`config.mk`:
```
export PLATFORM = sky130hd
export DESIGN_NAME = ula_arbiter
export DESIGN_NICKNAME = d
export VERILOG_FILES = /design/src/rtl/ula_pkg.sv /design/src/rtl/ula_arbiter_rr_arb2.sv /design/src/rtl/ula_arbiter.sv
export SDC_FILE = /design/constraint.sdc
export NUM_CORES = 1
export LEC_CHECK = 0
export BUFFER_PORTS_ARGS = -buffer_cell sky130_fd_sc_hd__buf_4
export CORE_AREA = 2 2 185 187
export CTS_CLUSTER_DIAMETER = 120
export DETAILED_ROUTE_END_ITERATION = 7
export DIE_AREA = 0 0 187 189
export GPL_ROUTABILITY_DRIVEN = 0
export PLACE_DENSITY_LB_ADDON = 0.08
export SLEW_MARGIN = 40
export SYNTH_ARGS = -nofsm -noshare
export SYNTH_HDL_FRONTEND = slang
export SYNTH_SLANG_ARGS = --single-unit
export TNS_END_PERCENT = 50
```
`constraint.sdc`:
```
create_clock -name clk -period 7.35 [get_ports clk]
set_clock_uncertainty 0.05 [all_clocks]
set_input_delay 0.735 -clock clk [delete_from_list [all_inputs] [get_ports clk]]
set_output_delay 0.735 -clock clk [all_outputs]
set_load 0.02 [all_outputs]
```
`src/rtl/ula_pkg.sv`:
```
// Shared encodings and request record for the ULA arbiter and its clients.
package ula_pkg;

  localparam logic [1:0] ORIG_R   = 2'b00;
  localparam logic [1:0] ORIG_I   = 2'b01;
  localparam logic [1:0] ORIG_CMP = 2'b10;

  localparam logic [2:0] SEL_PASS = 3'd0;
  localparam logic [2:0] SEL_ADD  = 3'd1;
  localparam logic [2:0] SEL_SUB  = 3'd2;
  localparam logic [2:0] SEL_MUL  = 3'd3;
  localparam logic [2:0] SEL_DIV  = 3'd4;
  localparam logic [2:0] SEL_AND  = 3'd5;
  localparam logic [2:0] SEL_OR   = 3'd6;
  localparam logic [2:0] SEL_NEG  = 3'd7;

  typedef enum logic [1:0] {IDLE, EXEC, RESP} state_t;

  typedef struct packed {
    logic [2:0]  selec;
    logic [1:0]  orig;
    logic [31:0] rs;
    logic [31:0] rt;
    logic [31:0] rd;
    logic [31:0] imed;
  } ula_req_t;

  // Only R-type mul/div need the long settle window.
  function automatic logic is_muldiv(input ula_req_t q);
    return (q.orig == ORIG_R) && ((q.selec == SEL_MUL) || (q.selec == SEL_DIV));
  endfunction

endpackage

```
`src/rtl/ula_arbiter_rr_arb2.sv`:
```
// Two-way round-robin grant: the pointed-to requester wins when valid.
module rr_arb2 (
  input  logic [1:0] valid,
  input  logic       ptr,
  output logic [1:0] grant
);

  always_comb begin
    grant = 2'b00;
    if (valid[ptr])       grant[ptr]  = 1'b1;
    else if (valid[~ptr]) grant[~ptr] = 1'b1;
  end

endmodule

```
`src/rtl/ula_arbiter.sv`:
```
// Time-shares one combinational ULA between execute (0) and branch-compare (1),
// holding registered operands for a per-op settle window before capturing.
module ula_arbiter
  import ula_pkg::*;
#(
  parameter int unsigned LAT_MULDIV = 3,
  parameter int unsigned LAT_BASE   = 1
) (
  input  logic             clk,
  input  logic             rst,
  input  logic [1:0]       req_valid,
  output logic [1:0]       req_ready,
  input  logic [1:0][2:0]  req_selec,
  input  logic [1:0][1:0]  req_orig,
  input  logic [1:0][31:0] req_rs,
  input  logic [1:0][31:0] req_rt,
  input  logic [1:0][31:0] req_rd,
  input  logic [1:0][31:0] req_imed,
  output logic [1:0]       resp_valid,
  input  logic [1:0]       resp_ready,
  output logic [31:0]      resp_result,
  output logic             resp_zero,
  output logic             resp_neg,
  output logic [2:0]       ula_selec,
  output logic [1:0]       ula_orig,
  output logic [31:0]      ula_rs,
  output logic [31:0]      ula_rt,
  output logic [31:0]      ula_rd,
  output logic [31:0]      ula_imed,
  input  logic [31:0]      ula_result,
  input  logic             ula_zero,
  input  logic             ula_neg
);

  localparam int unsigned LAT_MAX = (LAT_MULDIV > LAT_BASE) ? LAT_MULDIV : LAT_BASE;
  localparam int CW = $clog2(LAT_MAX + 1);

  state_t          state, state_nx;
  logic            ptr, gnt_idx, win, accept;
  logic [1:0]      grant;
  logic [CW-1:0]   cnt;
  ula_req_t        op;
  ula_req_t [1:0]  reqs;

  for (genvar i = 0; i < 2; i++) begin : g_req
    assign reqs[i] = {req_selec[i], req_orig[i], req_rs[i], req_rt[i], req_rd[i], req_imed[i]};
  end

  rr_arb2 u_rr (.valid(req_valid), .ptr(ptr), .grant(grant));

  assign win = grant[1];

  always_comb begin
    state_nx   = state;
    req_ready  = 2'b00;
    resp_valid = 2'b00;
    accept     = 1'b0;
    case (state)
      IDLE: begin
        // Gate with rst so ready stays low while reset is held.
        req_ready = rst ? 2'b00 : grant;
        accept    = |grant;
        if (accept) state_nx = EXEC;
      end
      EXEC: if (cnt == CW'(1)) state_nx = RESP;
      RESP: begin
        resp_valid[gnt_idx] = 1'b1;
        if (resp_ready[gnt_idx]) state_nx = IDLE;
      end
      default: state_nx = IDLE;
    endcase
  end

  always_ff @(posedge clk or posedge rst) begin
    if (rst) begin
      state       <= IDLE;
      ptr         <= 1'b0;
      gnt_idx     <= 1'b0;
      cnt         <= '0;
      op          <= '0;
      resp_result <= '0;
      resp_zero   <= 1'b0;
      resp_neg    <= 1'b0;
    end else begin
      state <= state_nx;
      if (accept) begin
        op      <= reqs[win];
        gnt_idx <= win;
        ptr     <= ~win;
        cnt     <= is_muldiv(reqs[win]) ? CW'(LAT_MULDIV) : CW'(LAT_BASE);
      end else if (state == EXEC) begin
        cnt <= cnt - CW'(1);
        if (cnt == CW'(1)) begin
          resp_result <= ula_result;
          resp_zero   <= ula_zero;
          resp_neg    <= ula_neg;
        end
      end
    end
  end

  assign ula_selec = op.selec;
  assign ula_orig  = op.orig;
  assign ula_rs    = op.rs;
  assign ula_rt    = op.rt;
  assign ula_rd    = op.rd;
  assign ula_imed  = op.imed;

endmodule

```
**Word-level counts from Yosys, hierarchy flattened**

Index checks and enable logic that the tools add are counted.

- Register bits after elaboration: 173
- Input bits: 306
- Output and inout port bits: 171
- Logic and storage cells: 70

- $add $sub $neg: 1
- Order comparisons: 7
- Eq/ne operators: 8
- Muxes and demuxes: 27
- Bitwise gates (word level): 3
- Reductions and logical operators: 11

Operators with widths:

| kind | number |
|---|---|
| $mux 133 | 2 |
| $mux 2 | 11 |
| $mux 1 | 10 |
| $lt 1x2->1 const B | 4 |
| $pmux 2 s3 | 1 |
| $reduce_and 3->1 | 2 |
| $eq 2x1->1 const B | 2 |
| $logic_and 1x1->1 | 4 |
| $logic_not 2->1 | 2 |
| $ne 2x2->1 const B | 2 |
| $demux 1 s1 | 3 |
| $eq 3x2->1 const B | 1 |
| $eq 3x3->1 const B | 1 |
| $ge 1x1->1 const B | 3 |
| $not 1->1 | 3 |
| $eq 2x2->1 const B | 1 |
| $ne 2x1->1 const B | 1 |
| $reduce_bool 2->1 | 1 |
| $reduce_or 2->1 | 1 |
| $sub 2x1->2 const B | 1 |
| $logic_or 1x1->1 | 1 |

**Depth between registers and ports, before layout**

- Word-level depth: 14
- Depth in mapped cells: 6

**Modules after synthesis**

Synthesis repeated with hierarchy kept, for this count alone.

- Cells, all modules: 569
- Area, all modules: 7483.4 um2

By module, submodules not included:

| module | instances | cells each | area each (um2) | seq. area each (um2) |
|---|---|---|---|---|
| ula_arbiter | 1 | 566 | 7464.7 | 4329.2 |
| rr_arb2 | 1 | 3 | 18.8 | 0.0 |

**Least setup slack after synthesis**

Ideal clock, no wire load.

- Path type: input port to output port
- From: input rst
- To: output req_ready[0]
- Arrival: 4.873 ns
- Slack: 1.692 ns
- Stages on the path: 2
- Buffers on the path: 0
- Cell sequence: inv_1 -> and2_1

- Longest elaborated chain between the ends: 2

Ends and longest elaborated chain:

| element | RTL line | source |
|---|---|---|
| start: declaration | ula_arbiter.sv:10 | `input logic rst,` |
| $mux 2 | ula_arbiter.sv:61 | `req_ready = rst ? 2'b00 : grant;` |
| $mux 2 | ula_arbiter.sv:58 | `case (state)` |
| end: declaration | ula_arbiter.sv:12 | `output logic [1:0] req_ready,` |

Every way passes these cells.

**Worst setup path in the final report**

- From: register state[1]
- To: register op, in the netlist ula_imed[30]

- Longest elaborated chain between the ends: 2

Ends and longest elaborated chain:

| element | RTL line | source |
|---|---|---|
| start: declaration | ula_arbiter.sv:38 | `state_t state, state_nx;` |
| start signal: assignment | ula_arbiter.sv:85 | `state <= state_nx;` |
| $logic_not 2->1 | ula_arbiter.sv:58 |  |
| $mux 1 | ula_arbiter.sv:58 |  |
| end signal: assignment | ula_arbiter.sv:87 | `op <= reqs[win];` |
| end: declaration | ula_arbiter.sv:42 | `ula_req_t op;` |

Every way passes these cells.
A chain may end at the register's enable or synchronous reset.

==> impl_metrics.py <==
metrics = {
    "routing": {
        "drtAntennaViolNets": 0,
        "first_pass_iters": 4,
        "vias_per_cell": 4.210,
        "wirelength_um": 28310,
        "drc": 0,
        "vias": 6774,
        "initialDrtViolationCount": 276,
        "wl_per_cell_um": 17.59,
    },
    "sta": {
        "maxSlewHeadroom_pct": 51.79,
        "fin_crit_sh_pct": 35.66,
        "finalSetupViolations": 0,
        "slew_viol_final": 0,
        "fin_setup_tns_ps": 0,
        "final_hold_viol_count": 0,
        "worst_pin_slew_ps": 723.2,
        "fmax_mhz": 381.5,
        "rsz0062_at_grt": "no",
        "fin_crit_ps": 2621,
    },
    "global_route": {
        "gr-total-overflow": 0,
        "grt-busiest-layer": "met2",
        "use_met3_pct": 4.708,
        "grt_max_degree": 80,
        "grtUsageMet2_pct": 27.80,
        "grt_first_pass_wirelength_um": 42900,
        "grtUsageTotal_pct": 15.89,
        "antenna_found_initial": 0,
        "grt_pass1_vias": 6946,
        "grtUsageMet1_pct": 18.66,
    },
    "pwr": {
        "power_density_mw_per_mm2": 434.3,
        "ir_drop_mv": 0.1578,
        "p_total_mw": 5.131,
        "leakage_nw": 6.150,
    },
    "cells_and_area": {
        "fin_nets": 1455,
        "syn_to_final_growth_pct": 64.02,
        "drive_gt1_share_pct": 48.32,
        "antenna_cells": 0,
        "final_area_sq_mm": 0.01181,
        "fill_cells": 3490,
    },
    "worst_setup_path": {
        "worst_path_dominant_cell_family": "compound AO/OA/AOI/OAI gates",
        "cp_slowest_stage_delay_ps": 660,
        "worstPathRequired_ps": 7660,
        "critical_path_arrival_ps": 2930,
        "crit_type": "flip-flop to flip-flop",
        "crit_path_top_delay_cell": "o211a_4",
        "path_buf_inv": 1,
        "end_kind": "flip-flop",
        "crit_path_start_kind": "flip-flop",
        "cp_max_fo": 79,
        "crit_chain": "nor2_1 > o211a_4 > buf_6 > a22oi_1 > nand2_1",
    },
    "die": {
        "pin_count": 477,
        "initial_core_util_pct": 21.64,
        "die_h_um": 189,
        "coreArea_sq_mm": 0.03328,
        "die_w_um": 187,
        "num_rows": 67,
        "die-area_sq_mm": 0.03534,
    },
    "clock_tree": {
        "post_cts_buffers": 0,
        "clock-root-buffer": "clkbuf_16",
        "cts_made_buffers": 17,
        "cts_tree": "done",
        "cts_resized": 0,
        "cts_hold_buf": 0,
        "clkSlewWorstSetupHoldPaths_ps": 70,
        "clk_latency_ps": 420,
        "numClockSinks": 173,
        "cts_buffer_depth": 2,
        "h-tree-depth": 4,
    },
    "logic_synthesis": {
        "ys_warn_count": 0,
        "syn_nets": 997,
        "yosysSeqAreaShare_pct": 60.11,
        "mappedNetlistArea_sq_mm": 0.007202,
        "synthTopCellsByArea": "dfrtp_1 60%, nand2_1 14%, a22oi_1 13%",
        "avgSynthCellArea_sq_um": 10.44,
        "yosysTopAreaCell": "dfrtp_1",
        "syn_inst": 690,
        "synthDistinctLibCells": 32,
        "ys_ff_latch": 173,
        "yosys.area.top_type_share_pct": 60.11,
    },
    "place": {
        "placed_area_sq_mm": 0.01125,
        "port_buffers": 476,
        "dp_hpwl_um": 20990,
    },
    "outcome": {
        "status": "finished, final reports clean",
    },
    "worst_hold_path": {
        "hold_path_class": "primary input to async pin",
    },
    "run": {
        "maxCapViolCount": 0,
    },
}
==> final timing paths <==
| path | start | end | depth (start not counted) | slack (ps) |
|---|---|---|---|---|
| max in group asynchronous | rst | ula_rt[13]$_DFFE_PP0P_ | 4 | 5370 |
| hold reg to reg | ula_rt[28]$_DFFE_PP0P_ | ula_rt[28]$_DFFE_PP0P_ | 2 | 420 |
| setup reg to reg | state[1]$_DFFE_PP0P_ | ula_imed[30]$_DFFE_PP0P_ | 5 | 4730 |
| hold / removal | rst | ula_selec[1]$_DFFE_PP0P_ | 2 | 290 |
| min in group clk | ula_rt[28]$_DFFE_PP0P_ | ula_rt[28]$_DFFE_PP0P_ | 2 | 420 |
| setup / recovery | state[1]$_DFFE_PP0P_ | ula_imed[30]$_DFFE_PP0P_ | 5 | 4730 |
==> report_power, final <==
| part | internal [mW] | switching [mW] |
|---|---|---|
| combinational | 1.07 | 1.48 |
| clock | 0.474 | 0.424 |
| sequential | 1.42 | 0.256 |
==> layer usage <==
layer | wire (um) | vias up
met2 | 14710 | 281
met3 | 1927 | 29
met1 | 11080 | 3168
met4 | 589 | 0
li1 | - | 3296
met5 | 0 | -
==> area by class of cell <==
type                            count  area, sq um  share of cell area, %
Clock inverter                     14        132.6                  1.123
Inverter                            4        20.02                 0.1695
Sequential cell                   173         4329                  36.65
Tap cell                          448        560.5                  4.745
Multi-Input combinational cell    466         2663                  22.54
Clock buffer                       18        429.2                  3.633
Timing Repair Buffer              486         3679                  31.14
==> registers in the layout (all words and copies together) (netlist names) <==
| name | flops |
|---|---|
| gnt_idx | 1 |
| resp_result | 32 |
| state | 2 |
| ula_rt | 32 |
| ula_imed | 32 |
| cnt | 2 |
| ula_selec | 3 |
| ula_orig | 2 |
| resp_neg | 1 |
| ula_rd | 32 |
| ula_rs | 32 |
| ptr | 1 |
| resp_zero | 1 |
==> placed cells by master (no fill, tap or decap), types with 2 or more instances in the layout <==
cell type  netlist  layout
mux2_2          35      35
nand3b_1         2       2
buf_4            4     480
inv_1            3       2
buf_6            0       4
or3b_2           2       2
buf_8            0       2
mux2i_1          6       6
clkinv_4         0       4
dfrtp_1        173     173
clkinv_2         0       3
nor2_1           5       5
clkbuf_16        0      17
nand2_1        263     263
a21oi_1          2       2
or3_1            2       2
o21ai_0          6       6
inv_6            0       7
a22oi_1        128     128
==> per-stage QoR <==
| step | hold WS, ps | setup WS, ps | utilization, % | std cells |
|---|---|---|---|---|
| 2_1_floorplan | 443.8 | 1692 | - | 690 |
| 3_3_place_gp | 401.1 | 4153 | 33.67 | 1575 |
| 3_5_place_dp | 406.8 | 4439 | 33.79 | 1577 |
| 4_1_cts | 277.5 | 4693 | 35.48 | 1609 |
| 5_1_grt | 298.9 | 4541 | 35.49 | 1609 |
| 6_report | 287.4 | 4729 | 35.49 | 1609 |
==> kinds of logic after synthesis <==
kind of cell	synth area share, %
fa+ha+maj	0.1737
flops	60.11
compound gates	15.17
buf+inv	3.179
mux	6.307
xor+xnor	0.1216
simple gates	14.94
==> cell usage after synthesis <==
cell type  count
a2111oi_4      1
a211oi_1       1
a21o_1         1
a21oi_1        2
a22oi_1      128
a31o_2         1
and2_1         1
and2b_1        1
buf_1          3
buf_2         18
buf_4          4
clkbuf_1      22
dfrtp_1      173
ha_1           1
inv_1          3
inv_2          1
mux2_2        35
mux2i_1        6
nand2_1      263
nand2b_1       1
nand3b_1       2
nor2_1         5
nor3_1         1
o211a_1        1
o21a_1         1
o21ai_0        6
o21ai_1        1
o21ai_2        1
o311ai_0       1
or3_1          2
or3b_2         2
xnor2_1        1
Power figures use the tool's default switching activity.
